[src/rtl/prim_reg_pkg.sv]
// Software access policies shared by register blocks.
// Each register in a block is tagged with one of these at elaboration time.
package prim_reg_pkg;

    typedef enum logic [2:0] {
        SwAccessRW,
        SwAccessRO,
        SwAccessWO,
        SwAccessW1C,
        SwAccessW1S,
        SwAccessW0C,
        SwAccessRC
    } sw_access_e;

endpackage

[src/rtl/reg_access_alu.sv]
// Combinational next-value / read-data / error computation for one software
// access to a single register, according to that register's access policy.
module reg_access_alu
    import prim_reg_pkg::*;
#(
    parameter int DW = 32
) (
    input  sw_access_e          access,
    input  logic                addrOk,
    input  logic                we,
    input  logic [DW-1:0]       q,
    input  logic [DW-1:0]       wdata,
    input  logic [DW-1:0]       mask,
    output logic [DW-1:0]       nextQ,
    output logic [DW-1:0]       rdata,
    output logic                update,
    output logic                qe,
    output logic                err
);

    always_comb begin
        nextQ  = q;
        rdata  = '0;
        update = 1'b0;
        qe     = 1'b0;
        err    = 1'b0;
        if (!addrOk) begin
            err = 1'b1;
        end else if (we) begin
            case (access)
                SwAccessRW, SwAccessWO: nextQ = (q & ~mask) | (wdata & mask);
                SwAccessW1S:            nextQ = q | (wdata & mask);
                SwAccessW1C:            nextQ = q & ~(wdata & mask);
                SwAccessW0C:            nextQ = q & ~(~wdata & mask);
                default:                err   = 1'b1;
            endcase
            // An all-zero mask is a legal no-op write: nothing committed, no strobe.
            if (!err && (mask != '0)) begin
                update = 1'b1;
                qe     = 1'b1;
            end
        end else begin
            rdata = (access == SwAccessWO) ? '0 : q;
            if (access == SwAccessRC) begin
                nextQ  = '0;
                update = 1'b1;
            end
        end
    end

endmodule

[src/rtl/reg_access_ctrl.sv]
// Register block with a request/response software port (Idle -> Exec -> Resp)
// and per-register hardware write strobes; software updates win over hardware.
module reg_access_ctrl
    import prim_reg_pkg::*;
#(
    parameter int              NumRegs            = 8,
    parameter int              DW                 = 32,
    parameter int              AW                 = 3,
    parameter sw_access_e      RegAccess [NumRegs] = '{default: SwAccessRW},
    parameter logic [DW-1:0]   RegReset  [NumRegs] = '{default: '0}
) (
    input  logic                  clk_i,
    input  logic                  rst_ni,
    input  logic                  req_valid_i,
    output logic                  req_ready_o,
    input  logic                  req_we_i,
    input  logic [AW-1:0]         req_addr_i,
    input  logic [DW-1:0]         req_wdata_i,
    input  logic [DW/8-1:0]       req_be_i,
    output logic                  rsp_valid_o,
    input  logic                  rsp_ready_i,
    output logic [DW-1:0]         rsp_rdata_o,
    output logic                  rsp_err_o,
    input  logic [NumRegs-1:0]    hw_we_i,
    input  logic [NumRegs*DW-1:0] hw_wdata_i,
    output logic [NumRegs*DW-1:0] reg_q_o,
    output logic [NumRegs-1:0]    reg_qe_o
);

    typedef enum logic [1:0] {Idle, Exec, Resp} state_e;

    state_e            state, stateNext;
    logic              accept, exec;
    logic              reqWeP0;
    logic [AW-1:0]     reqAddrP0;
    logic [DW-1:0]     reqWdataP0;
    logic [DW/8-1:0]   reqBeP0;
    logic [DW-1:0]     rspRdataP1;
    logic              rspErrP1;
    logic [DW-1:0]     regQ [NumRegs];
    logic [DW-1:0]     mask, curQ, aluNext, aluRdata;
    sw_access_e        curAccess;
    logic              addrOk, aluUpdate, aluQe, aluErr;

    always_ff @(posedge clk_i or negedge rst_ni) begin
        if (!rst_ni) state <= Idle;
        else         state <= stateNext;
    end

    always_comb begin
        stateNext   = state;
        req_ready_o = 1'b0;
        accept      = 1'b0;
        exec        = 1'b0;
        case (state)
            Idle: begin
                req_ready_o = 1'b1;
                if (req_valid_i) begin
                    accept    = 1'b1;
                    stateNext = Exec;
                end
            end
            Exec: begin
                exec      = 1'b1;
                stateNext = Resp;
            end
            Resp:    if (rsp_ready_i) stateNext = Idle;
            default: stateNext = Idle;
        endcase
    end

    // p0: request captured at acceptance
    always_ff @(posedge clk_i) begin
        if (accept) begin
            reqWeP0    <= req_we_i;
            reqAddrP0  <= req_addr_i;
            reqWdataP0 <= req_wdata_i;
            reqBeP0    <= req_be_i;
        end
    end

    for (genvar b = 0; b < DW/8; b++) begin : gMask
        assign mask[8*b +: 8] = {8{reqBeP0[b]}};
    end

    always_comb begin
        addrOk    = 1'b0;
        curQ      = '0;
        curAccess = SwAccessRO;
        for (int k = 0; k < NumRegs; k++) begin
            if (int'(reqAddrP0) == k) begin
                addrOk    = 1'b1;
                curQ      = regQ[k];
                curAccess = RegAccess[k];
            end
        end
    end

    reg_access_alu #(.DW(DW)) uAlu (
        .access (curAccess),
        .addrOk (addrOk),
        .we     (reqWeP0),
        .q      (curQ),
        .wdata  (reqWdataP0),
        .mask   (mask),
        .nextQ  (aluNext),
        .rdata  (aluRdata),
        .update (aluUpdate),
        .qe     (aluQe),
        .err    (aluErr)
    );

    // p1: response and register update committed at the end of Exec
    always_ff @(posedge clk_i) begin
        if (exec) begin
            rspRdataP1 <= aluRdata;
            rspErrP1   <= aluErr;
        end
    end

    for (genvar k = 0; k < NumRegs; k++) begin : gReg
        logic          swHit, qeQ;
        logic [DW-1:0] q;

        assign swHit = exec && aluUpdate && (int'(reqAddrP0) == k);

        always_ff @(posedge clk_i or negedge rst_ni) begin
            if (!rst_ni) begin
                q   <= RegReset[k];
                qeQ <= 1'b0;
            end else begin
                qeQ <= swHit && aluQe;
                if (swHit)           q <= aluNext;
                else if (hw_we_i[k]) q <= hw_wdata_i[k*DW +: DW];
            end
        end

        assign regQ[k]              = q;
        assign reg_q_o[k*DW +: DW]  = q;
        assign reg_qe_o[k]          = qeQ;
    end

    assign rsp_valid_o = (state == Resp);
    assign rsp_rdata_o = rsp_valid_o ? rspRdataP1 : '0;
    assign rsp_err_o   = rsp_valid_o & rspErrP1;

endmodule

[config.mk]
export PLATFORM = sky130hd
export DESIGN_NAME = reg_access_ctrl
export DESIGN_NICKNAME = d
export VERILOG_FILES = /design/src/rtl/prim_reg_pkg.sv /design/src/rtl/reg_access_alu.sv /design/src/rtl/reg_access_ctrl.sv
export SDC_FILE = /design/constraint.sdc
export NUM_CORES = 1
export LEC_CHECK = 0
export CORE_AREA = 3 3 238 240
export DETAILED_ROUTE_END_ITERATION = 6
export DIE_AREA = 0 0 241 243
export HOLD_SLACK_MARGIN = 0.05
export PLACE_DENSITY = 0.66
export SYNTH_ARGS = -nofsm -noshare
export SYNTH_HDL_FRONTEND = slang
export SYNTH_SLANG_ARGS = --single-unit
[constraint.sdc]
create_clock -name clk_i -period 4.9 [get_ports clk_i]
set_input_delay 0.49 -clock clk_i [delete_from_list [all_inputs] [get_ports clk_i]]
set_output_delay 0.49 -clock clk_i [all_outputs]
set_load 0.005 [all_outputs]
==> flow_results.org <==
** Route
- Summed over all layers, the routed wires come to 82,080 um.
- The first TritonRoute pass finished after 5 iterations.
- In this run the remaining antenna-violating nets after routing total 0.
- The routed layout has 16,857 vias.
- Using the TritonRoute via totals, the vias-per-cell ratio works out to 5.642.
- First DRT Iteration DRCs :: 1,500
- In the routed design, unresolved DRC markers number 0.
- Routed wire length per instance :: 27.47 um

** Clocking
- Clock latency on the worst-skew pair, taken at its later pin, is 0.58 ns.
- Clock slew seen by the registers of the worst setup and hold paths :: 0.06 ns
- Once the clock tree was built, the setup fixing pass inserted 0 buffers.
- CTS buffer count :: 41
- TritonCTS built the clock tree.
- The root buffer cell chosen for the clock tree is clkbuf_16.
- The clock passes through at most 3 buffers.
- Buffers inserted to repair hold after CTS numbered 1.
- Number of clock sinks :: 339
- The number of gates resized after CTS was 0.
- Htree depth :: 2

** Run
- Max-Cap Viols :: 0

** STA
- Setup repair after global routing left no endpoint under its margin.
- Final worst hold slack :: 0.3560 ns
- The max-slew violation count came to 0.
- Total setup violations reported at the end of the flow :: 0
- Between clock sinks in the finished design, the worst skew comes to 0.02345 ns.
- The worst pin sits at a relative slew slack of 17.85%.
- For the pin with the worst max-slew slack, the measured transition is 1.232 ns.
- After layout, the worst path uses 74.40% of the clock period.
- Final critical-path required period :: 3.646 ns
- Final setup slack of the worst path :: 1.254 ns
- The final hold violation count came to 0.
- Achievable Freq :: 274.3 MHz
- Post-route setup TNS :: 0 ns

** Finish
- The area growth from synthesis to layout is 43.00%.
- For this run, the post-layout net count is 2,550.
- Cells with a size suffix above 1 make up 9.323% of the layout.
- Final std cell area, no fill :: 26,200 um2

** Worst setup path
- Crit Path Category :: register to register
- Largest delay contributor family on the critical path :: compound AO/OA/AOI/OAI gates
- The endpoint identified for the worst register-to-register timing path is gReg[3].q[22]$_DFFE_PN0P_.
- The worst register-to-register path has a setup slack of 1.25 ns.
- Critical path fanouts, max :: 53
- The startpoint identified for the worst register-to-register timing path is reqAddrP0[1]$_DFFE_PP_.
- Data on the critical path arrives at its endpoint at 4.13 ns.
- Setup crit start kind :: register
- Worst Path Buf+Inv :: 2
- R2r worst-path depth :: 7
- Required time at the endpoint of the critical path :: 5.38 ns
- Worst path max stage delay :: 0.97 ns
- The signal on the critical path passes through buf_4, buf_4, nor2b_2, a22oi_1, a21oi_1, o31ai_4, a21oi_1.
- The worst setup path is captured at a register.
- Critical-path top delay cell :: nor2b_2

** Global routing
- Initial antenna violation count :: 15
- The via count of the first global-routing pass is 16,630.
- The first global-routing pass estimated 116,300 um of wire.
- Entering global routing, the biggest net connects 117 pins.
- For this run the aggregate overflow at the end of global routing stands at 0.
- For this run, the total global-route usage over all layers was measured as 26.94%.

** Logic synthesis
- Cell area after technology mapping :: 18,320 um2
- Number of enable-type register cells in the synthesized netlist :: 73
- Post-synthesis average cell area :: 10.60 um2
- Number of distinct library cells after synthesis :: 41
- Prevailing post-synth register cell :: dfrtp_1
- Top cells by area in the synthesized netlist :: dfrtp_1 36%, edfxtp_1 12%, a211oi_1 9.8%
- Synthesis-stage register bit count :: 339
- The Yosys step of the flow raised 0 warnings.
- Sequential share of the synthesized area :: 48.30%
- Share of flip-flops with an asynchronous set or reset after synthesis :: 78.47%
- When the netlist entered floorplanning its net count stood at 2,036.
- Top cell type's share of synthesized area :: 36.33%
- The largest total area in the synthesized netlist belongs to dfrtp_1.
- The cell count after synthesis came out at 1,728.

** Die
- Vert. Die Dim :: 243 um
- The floorplan step set the die width to 241 um.
- For this design the top-level I/O count stands at 607.
- Die area :: 58,560 um2
- The core region is 54,880 um2.
- Once the floorplan was initialized, standard cells occupied 33.38% of the core.
- In this run the core area contains 86 standard-cell rows.

** Placed design
- Final RePlAce weighted congestion :: 0.8801
- # port buffers :: 606
- Placement Setup Slack :: 1.338 ns
- Detailed-placement wirelength estimate :: 61,830 um
- In this run the cell area measured after placement is 24,780 um2.

** Power and ir drop
- In this run the static leakage power is 9.983 nW.
- Power density normalized to cell area :: 411.5 nW/um2
- Total power :: 0.01078 W
- Maximum resistive drop on vdd :: 0.2286 mV

** Hold path
- HP Start :: hw_we_i[7]
- Along the worst hold path, the cell count comes to 3.
- The path class of the tightest hold or removal check is primary input to register.
- Worst hold path endpoint :: gReg[7].q[11]$_DFFE_PN0P_

** Run status
- The flow ran to the end, and the final reports show no timing, DRC or antenna violations.
==> worst register-to-register path: cells and delay by family, from the launching register on <==
family                 cells  cell delay (ns)
AOI/OAI and AO/OA          4             1.16
DFF                        1             0.34
and+or+nand+nor            1             0.98
buffers and inverters      2             1.07
==> layer usage <==
metal  global-route usage, %  vias up  part of all wire, %
li1                        -     7479                    -
met1                   39.26     8412                   45
met2                   39.77      833                   43
met3                   6.533      127                  8.5
met4                   7.452        6                  2.7
met5                       0        -                0.052
==> through the flow <==
stage,utilization (%),instances
2_1_floorplan,-,1728
3_3_place_gp,45.15,2902
3_5_place_dp,45.15,2902
4_1_cts,47.69,2978
5_1_grt,47.73,2986
6_report,47.74,2988
==> where the power goes <==
part / total [W] / internal [W] / leakage [nW] / switching, W
combinational: 0.00385 / 0.00169 / 5.36 / 0.00216
clock: 0.00316 / 0.00187 / 0.693 / 0.00129
sequential: 0.00377 / 0.00338 / 3.92 / 0.000389
total: 0.0108 / 0.00694 / 9.98 / 0.00384
==> Yosys cell counts (32+ instances only) <==
cell type	count
a211oi_1	238
a21oi_1	284
a22oi_1	32
and2_1	40
buf_2	42
clkbuf_1	103
dfrtp_1	266
edfxtp_1	73
mux2i_1	64
nor2_1	56
nor2b_1	261
o21ai_0	32
==> sequential cells by signal, indices dropped and copies added (netlist names) <==
register and cells:
reqWeP0 1, rspRdataP1 32, reqWdataP0 32, gReg.qeQ 8, state 2, reqBeP0 4, gReg.q 256, rspErrP1 1
reqAddrP0 3
==> cell type report <==
type / instances / area, um2
Inverter: 3 / 11.26
Multi-Input combinational cell: 1214 / 8711
Clock inverter: 21 / 196.4
Timing Repair Buffer: 643 / 6336
Tap cell: 704 / 880.8
Fill cell: 5036 / 28680
Clock buffer: 54 / 1189
Antenna cell: 10 / 25.02
Sequential cell: 339 / 8848
==> how the worst max path moves through the flow <==
stage | from | to | cells past startpoint
floorplan | state[1]$_DFFE_PN0P_ | gReg[2].q[10]$_DFFE_PN0P_ | 6
global placement | reqAddrP0[1]$_DFFE_PP_ | gReg[7].q[13]$_DFFE_PN0P_ | 7
detailed placement | reqAddrP0[1]$_DFFE_PP_ | gReg[0].q[20]$_DFFE_PN0P_ | 7
CTS | reqAddrP0[1]$_DFFE_PP_ | gReg[4].q[20]$_DFFE_PN0P_ | 7
global route | reqAddrP0[1]$_DFFE_PP_ | gReg[6].q[16]$_DFFE_PN0P_ | 7
finish | reqAddrP0[1]$_DFFE_PP_ | gReg[3].q[22]$_DFFE_PN0P_ | 7
==> kinds of logic after synthesis <==
kind of cell	Yosys count	synth area share, %
AO/OA/AOI/OAI	669	25.50
buffers and inverters	175	4.535
flip-flops	339	48.30
multiplexers	114	7.697
other	1	0.02047
AND/OR/NAND/NOR	430	13.95
==> placed cells by master, fill, tap and decap left out, types with 39 or more instances in the layout <==
cell type | Yosys | routed
a211oi_1 | 238 | 238
a21oi_1 | 284 | 284
and2_1 | 40 | 39
clkbuf_16 | 0 | 44
clkdlybuf4s50_1 | 0 | 597
dfrtp_1 | 266 | 266
edfxtp_1 | 73 | 73
mux2i_1 | 64 | 64
nor2_1 | 56 | 51
nor2b_1 | 261 | 257
(Power assumes the default switching activity.)
